**config.mk**
```make
export PLATFORM = sky130hd
export DESIGN_NAME = hazard_scheduler
export DESIGN_NICKNAME = d
export VERILOG_FILES = /design/src/rtl/hazard_scheduler.sv
export SDC_FILE = /design/constraint.sdc
export NUM_CORES = 1
export LEC_CHECK = 0
export BUFFER_PORTS_ARGS = -buffer_cell sky130_fd_sc_hd__buf_2
export CAP_MARGIN = 20
export CORE_MARGIN = 5
export CORE_UTILIZATION = 50
export DETAILED_ROUTE_END_ITERATION = 10
export GPL_ROUTABILITY_DRIVEN = 0
export HOLD_SLACK_MARGIN = 0.08
export PLACE_DENSITY_LB_ADDON = 0.05
export SLEW_MARGIN = 10
export SYNTH_ARGS = -nofsm -noshare
export SYNTH_HDL_FRONTEND = slang
export SYNTH_SLANG_ARGS = --single-unit
```
**constraint.sdc**
```tcl
create_clock -name clk -period 5.78 [get_ports clk]
set_input_delay 1.156 -clock clk [delete_from_list [all_inputs] [get_ports clk]]
set_output_delay 1.156 -clock clk [all_outputs]
set_load 0.01 [all_outputs]
```
**src/rtl/hazard_scheduler.sv**
```systemverilog
// Pipeline stall/flush/bubble sequencer with load-use detection and a data-memory wait/timeout FSM.
// Optional performance counters are compiled in when HAZARD_PERF_CNT_EN is defined.
module hazard_scheduler #(
  parameter int MEM_TIMEOUT = 16,
  parameter int TMO_W       = 5
) (
  input  logic       clk,
  input  logic       rst,
  input  logic       id_valid,
  input  logic [4:0] id_rs1,
  input  logic [4:0] id_rs2,
  input  logic       id_use_rs1,
  input  logic       id_use_rs2,
  input  logic [4:0] id_rd,
  input  logic       id_RegWrite,
  input  logic       id_MemRead,
  input  logic       ex_redirect,
  input  logic       mem_req,
  input  logic       mem_ready,
  output logic       pc_stall,
  output logic       if_id_stall,
  output logic       if_id_flush,
  output logic       id_ex_flush,
  output logic       ex_mem_stall,
  output logic       mem_wb_bubble,
  output logic       mem_fault,
`ifdef HAZARD_PERF_CNT_EN
  output logic [31:0] perf_luh_cnt,
  output logic [31:0] perf_flush_cnt,
  output logic [31:0] perf_memwait_cnt,
`endif
  output logic [1:0] state
);

  localparam logic [1:0] ST_RUN   = 2'b00;
  localparam logic [1:0] ST_WAIT  = 2'b01;
  localparam logic [1:0] ST_FAULT = 2'b10;
  localparam logic [TMO_W-1:0] TMO_LIM = TMO_W'(MEM_TIMEOUT);

  logic [1:0]       state_q, state_d;
  logic [TMO_W-1:0] cnt_q, cnt_d;
  logic             fault_q, fault_d;
  logic [4:0]       ex_rd_q, mem_rd_q;
  logic             ex_wr_q, ex_ld_q, mem_wr_q;

  logic luh, freeze, act_redirect, act_luh;

  assign luh = id_valid & ex_ld_q & ex_wr_q & (ex_rd_q != 5'd0) &
               ((id_use_rs1 & (id_rs1 == ex_rd_q)) | (id_use_rs2 & (id_rs2 == ex_rd_q)));

  // State register
  always_ff @(posedge clk) begin
    if (rst) begin
      state_q <= ST_RUN;
      cnt_q   <= '0;
      fault_q <= 1'b0;
    end else begin
      state_q <= state_d;
      cnt_q   <= cnt_d;
      fault_q <= fault_d;
    end
  end

  // Next-state logic
  always_comb begin
    state_d = state_q;
    cnt_d   = cnt_q;
    fault_d = fault_q;
    case (state_q)
      ST_RUN: begin
        if (mem_req && !mem_ready) begin
          state_d = ST_WAIT;
          cnt_d   = TMO_W'(1);
        end
      end
      ST_WAIT: begin
        if (mem_ready) begin
          state_d = ST_RUN;
          cnt_d   = '0;
        end else if (cnt_q == TMO_LIM) begin
          state_d = ST_FAULT;
          fault_d = 1'b1;
        end else begin
          cnt_d = cnt_q + TMO_W'(1);
        end
      end
      ST_FAULT: state_d = ST_FAULT;
      default:  state_d = ST_RUN;
    endcase
  end

  // Output logic: freeze beats redirect, redirect beats load-use
  always_comb begin
    freeze = (state_q == ST_FAULT) |
             ((state_q == ST_WAIT) & !mem_ready) |
             ((state_q == ST_RUN) & mem_req & !mem_ready);
    act_redirect  = !freeze & ex_redirect;
    act_luh       = !freeze & !ex_redirect & luh;
    pc_stall      = freeze | act_luh;
    if_id_stall   = freeze | act_luh;
    if_id_flush   = act_redirect;
    id_ex_flush   = act_redirect | act_luh;
    ex_mem_stall  = freeze;
    mem_wb_bubble = freeze;
  end

  assign state     = state_q;
  assign mem_fault = fault_q;

  always_ff @(posedge clk) begin
    if (rst) begin
      ex_rd_q  <= '0;
      ex_wr_q  <= 1'b0;
      ex_ld_q  <= 1'b0;
      mem_rd_q <= '0;
      mem_wr_q <= 1'b0;
    end else if (!ex_mem_stall) begin
      mem_rd_q <= ex_rd_q;
      mem_wr_q <= ex_wr_q;
      if (id_ex_flush) begin
        ex_rd_q <= '0;
        ex_wr_q <= 1'b0;
        ex_ld_q <= 1'b0;
      end else begin
        ex_rd_q <= id_rd;
        ex_wr_q <= id_RegWrite & id_valid;
        ex_ld_q <= id_MemRead & id_valid;
      end
    end
  end

  // MEM-stage shadow has no consumer inside this block yet
  logic unused_mem_shadow;
  assign unused_mem_shadow = ^{mem_rd_q, mem_wr_q};

`ifdef HAZARD_PERF_CNT_EN
  logic [31:0] luh_cnt_q, flush_cnt_q, memwait_cnt_q;
  always_ff @(posedge clk) begin
    if (rst) begin
      luh_cnt_q     <= '0;
      flush_cnt_q   <= '0;
      memwait_cnt_q <= '0;
    end else begin
      if (act_luh)                          luh_cnt_q     <= luh_cnt_q + 32'd1;
      if (act_redirect)                     flush_cnt_q   <= flush_cnt_q + 32'd1;
      if (freeze && (state_q != ST_FAULT))  memwait_cnt_q <= memwait_cnt_q + 32'd1;
    end
  end
  assign perf_luh_cnt     = luh_cnt_q;
  assign perf_flush_cnt   = flush_cnt_q;
  assign perf_memwait_cnt = memwait_cnt_q;
`endif

endmodule

```
## Word level (Yosys, flattened, before mapping)

Cells that the tools add are included.

| storage, ports and cells | value |
|---|---|
| logic and storage cells | 56 |
| flip-flop bits (word level) | 15 |
| input bits | 25 |
| output and inout port bits | 9 |

| cells by class | value |
|---|---|
| equality and inequality tests | 8 |
| muxes and demuxes | 11 |
| bitwise operators | 20 |
| reduce and logical (&&, ||, !) cells | 10 |
| add/sub/neg operators | 1 |

Operators by type and width:

| kind | number |
|---|---|
| 5-bit two-way mux | 4 |
| 1-bit bitwise AND | 14 |
| 5-bit equality test | 2 |
| 5-bit one-hot mux with 2 select lines | 1 |
| 2-bit two-way mux | 3 |
| 3-bit != test (second input constant) | 2 |
| 2-bit one-hot mux with 3 select lines | 1 |
| 3-bit AND reduction | 2 |
| 5-bit by 1-bit adder with 5-bit output (second input constant) | 1 |
| 5-bit equality test (second input constant) | 1 |
| 1-bit bitwise OR | 5 |
| 5-bit nonzero test | 1 |
| 1-bit zero test | 3 |
| 2-bit by 1-bit equality test with 1-bit output (second input constant) | 1 |
| 2-bit equality test (second input constant) | 1 |
| 2-bit zero test | 1 |
| 1-bit two-way mux | 2 |
| 2-bit != test (second input constant) | 1 |
| 2-bit AND reduction | 1 |
| 2-bit nonzero test | 1 |
| 1-bit logical AND | 1 |
| 1-bit inverter | 1 |

## Logic depth before layout (Yosys ltp)

| logic depth | value |
|---|---|
| depth in word-level cells | 9 |
| mapped depth | 7 |
| gate-level depth less buffers | 7 |

## Worst setup path before layout

No wires, ideal clock.

| timing | value |
|---|---|
| path type | input -> output |
| start | input port id_rs2[4] |
| end | output port pc_stall |
| setup slack | 2.252 ns |
| arrival time | 2.372 ns |
| stages on the path | 7 |
| buffers on the path | 2 |
| cells stage by stage | xor2_1 -> nor4_1 -> nand3_1 -> a221o_1 -> buf_6 -> nand2_1 -> buf_4 |

| between the ends | value |
|---|---|
| word-level cells in the longest chain between the ends | 6 |

RTL lines:

| item | RTL line | text |
|---|---|---|
| start: declaration | 11 | `input logic [4:0] id_rs2,` |
| 5-bit equality test | 49 | `((id_use_rs1 & (id_rs1 == ex_rd_q)) \| (id_use_rs2 & (id_rs2 == ex_rd_q)));` |
| 1-bit bitwise AND | 49 |  |
| 1-bit bitwise OR | 49 |  |
| 1-bit bitwise AND | 48 | `assign luh = id_valid & ex_ld_q & ex_wr_q & (ex_rd_q != 5'd0) &` |
| 1-bit bitwise AND | 98 | `act_luh = !freeze & !ex_redirect & luh;` |
| 1-bit bitwise OR | n/a |  |
| end: declaration | 20 | `output logic pc_stall,` |

No other way between the ends.

## Worst setup path in the final report

| timing | value |
|---|---|
| start | input port id_rs1[3] |
| end | output port id_ex_flush |

| between the ends | value |
|---|---|
| word-level cells in the longest chain between the ends | 6 |

RTL lines:

| item | RTL line | text |
|---|---|---|
| start: declaration | 10 | `input logic [4:0] id_rs1,` |
| 5-bit equality test | 49 |  |
| 1-bit bitwise AND | 49 |  |
| 1-bit bitwise OR | 49 |  |
| 1-bit bitwise AND | 48 |  |
| 1-bit bitwise AND | 98 |  |
| 1-bit bitwise OR | 102 | `id_ex_flush = act_redirect \| act_luh;` |
| end: declaration | 23 | `output logic id_ex_flush,` |

No other way between the ends.

==> results.txt <==
* Fill cell count: roughly 160
- Gates resized during post-CTS repair numbered 0.
- Biggest cell delay along the critical path: roughly 0.45 ns
- Counting along the longest clock path gives a buffer depth of 2.
* Critical Path Source Type: input pin
* Power per Cell Area: between 200 and 250 nW/µm²
* Cell chain of the critical path: buf_2, xor2_1, nor4_1, nand3_1, a221o_1, a21oi_1, buf_2
* Drt wl/cell: 12.2 µm
- When the netlist entered floorplanning its net count stood at around 130.
- The first global-routing pass estimated ~3 mm of wire.
- Diodes inserted: 0
- The number of hold-slack violations in the final timing report was 0.
- The startpoint identified for the worst hold timing path is mem_fault.
- Share of the clock period used by the worst path: 0.646
- The min-delay analysis places its worst path in the category reg -> reg.
* Setup Total Neg Slack: 0 ns
* Floorplan die height: 51.5 µm
* Most frequent cell on the critical path: buf_2
- For this design, the sink count on the clock tree is 15.
- Buffers inserted during clock tree synthesis total 3.
- Bufs and invs on worst path: 2
* Total global routing track utilization: 0.150
- The clock reaches the later pin of the worst-skew pair after roughly 0.28 ns.
* Aggregate global routing overflow: 0
* Number of max-capacitance violations reported: 0
- Compared with the post-synthesis result, the final layout area differs by 20.4%.
* Mean number of vias per cell: 5.34
- DR pass1 iterations: 4
- CP Data Required Time: 4.62 ns
* Die outline width: just over 50 µm
* I/O pin count: 34
- Summed over all layers, the routed wires come to ~1.8 mm.
- Number of buffers inserted by hold repair at cts: 0
- Synthesis produced ~100 cells.
* Register clock-pin slew on the reported worst setup and hold paths: ~0.090 ns
- Number of port buffers: 33
- For this design, the slowest cell found on the critical path is a221o_1.
- Number of standard-cell rows in the floorplan: 15
- Number of distinct library cells after synthesis: 28
- Share of final-layout standard cells stronger than drive strength 1: 0.311
- Kind of capture point of the worst setup path: output port
- For this design the static power due to leakage is 0.486 nW.
* Initial Utilization: 0.509
- CTS root buf: clkbuf_4
* Commonest cells after routing, fill and taps aside: buf_2 (33), dfxtp_1 (15), nor2_1 (12)
- The via count of the first global-routing pass was ~730.
- The detail route stage leaves a number of antenna-violating nets equal to 0.
* Outcome: finished clean
* Starting DRT DRC Count: 16
- Total number of vias: slightly below 800
- Max Clock Skew: roughly 0.0013 ns
- Of the synthesized area, sequential elements account for 0.349.
* CTS tree: built
* Category of cells accounting for the largest share of critical-path delay: compound AO/OA/AOI/OAI gates
- The number of antenna violations at the first check in global routing came to 0.
* DRC violations left: 0
* Deepest level of the CTS H-tree: 1
- In this run the mean area of a mapped cell was 8.51 µm².
- Post-CTS repair timing setup buffer count: 0
- Headroom to the max-slew limit came out at 0.492.
- Final core occ: 0.613
* Least-Margin Pin Slew: 0.758 ns
- Count of synthesis-stage warnings from yosys: 0
- The die covers 2650 µm².
- Maximum number of pins on one net before global-route repair: 12
- Maximum VDD drop: approximately 0.13 mV
- Placeable core area: 1690 µm²
- Setup repair after global routing left no endpoint under its margin.
- Maximum fanout encountered on the critical timing path: 9
- Data arrival time of the worst path: approximately 2.6 ns
- Mapped Area: 860 µm²
* Final net count: 160
- Final period demand of the worst path: ~3.7 ns
- Total setup violations reported at the end of the flow: 0
- By startpoint and endpoint, the worst setup path is classified as in -> out.
- Flip-flop and latch count after synthesis: 15
- Reg2reg start: cnt_q[0]
- Crit. Startpoint: id_rs1[3]
- Top achievable clock speed: 268 MHz
* Max-slew violation total from the final report: 0
- Leaving out fill and tap cells, the most frequent cell in the layout is buf_2.
- DP Wirelength: between 1 and 1.5 mm
==> state kept, by name, summed over array words and instances, names as in the netlist <==
signal / flops
ex_rd_q: 5
state: 2
cnt_q: 5
ex_ld_q: 1
ex_wr_q: 1
mem_fault: 1
==> cell families (layout without fill, tap and decap cells) <==
logic type | count (synthesis) | count (layout) | share of synthesized area
compound gates | 19 | 19 | 0.170
xor+xnor | 13 | 13 | 0.132
simple gates | 40 | 40 | 0.249
flops | 15 | 15 | 0.349
fa+ha+maj | 2 | 2 | 0.0291
buf+inv | 12 | 43 | 0.0699
==> final cells by class <==
cell class / instances / area [µm²] / area share
Multi-Input combinational cell: 74 / 499 / 0.482
Sequential cell: 15 / 300 / 0.290
Timing Repair Buffer: 33 / 165 / 0.160
Clock buffer: 4 / 26.3 / 0.0254
Inverter: 6 / 22.5 / 0.0218
Tap cell: 17 / 21.3 / 0.0206
==> final timing paths <==
check | slack, ns | to | cells after the start
max reg2reg | 3.92 | cnt_q[2] | 7
max | 2.04 | id_ex_flush | 7
min | 0.45 | mem_fault | 2
min reg2reg | 0.45 | mem_fault | 2
==> synth_stat cells, drive strengths merged <==
| cell | instances | area [µm²] |
|---|---|---|
| nand2 | 4 | 15.0 |
| a211oi | 2 | 15.0 |
| xor2 | 8 | 70.1 |
| a21oi | 4 | 20.0 |
| o21ai | 3 | 15.0 |
| nand4 | 1 | 6.26 |
| xnor2 | 5 | 43.8 |
| o21bai | 1 | 7.51 |
| nor2 | 12 | 45.0 |
| and3 | 5 | 31.3 |
| dfxtp | 15 | 300 |
| nor3 | 4 | 20.0 |
| clkbuf | 2 | 7.51 |
| a221o | 1 | 10.0 |
| buf | 4 | 30.0 |
| nand4bb | 1 | 11.3 |
| nor4 | 2 | 12.5 |
| o41ai | 1 | 8.76 |
| a32o | 2 | 20.0 |
| nand3 | 5 | 25.0 |
| nor3b | 2 | 15.0 |
| nor4bb | 2 | 20.0 |
| and2 | 2 | 12.5 |
| inv | 6 | 22.5 |
| a22o | 5 | 50.1 |
| ha | 2 | 25.0 |
==> where the power goes <==
group	switching (mW)	internal, mW	total (mW)
Clock	0.0331	0.0268	0.0599
Sequential	0.00439	0.107	0.111
Combinational	0.0182	0.0188	0.0370
==> tightest hold or removal path: cells and delay by family (launching register included) <==
family          cells  cell delay [ns]
compound gates      1             0.05
buf+inv             1             0.04
flops               1             0.32
==> routing by layer <==
layer	GRT usage	vias up	wire length (µm)
met5	0	-	0
met4	0.0786	0	26
met3	0.0437	4	129
met2	0.212	23	759
met1	0.202	352	901
li1	-	416	-
==> stage by stage <==
stage / total power [mW] / area (µm²) / hold slack (ns) / setup WS, ns / std cells
floorplan: 0.136 / 860 / 0.442 / 2.25 / 101
global placement: 0.150 / 1010 / 0.431 / 2.07 / 145
detailed placement: 0.151 / 1010 / 0.440 / 2.03 / 145
CTS: 0.212 / 1030 / 0.454 / 2.03 / 149
global route: 0.223 / 1030 / 0.483 / 1.93 / 149
finish: 0.208 / 1030 / 0.448 / 2.04 / 149
(Power assumes the default switching activity.)
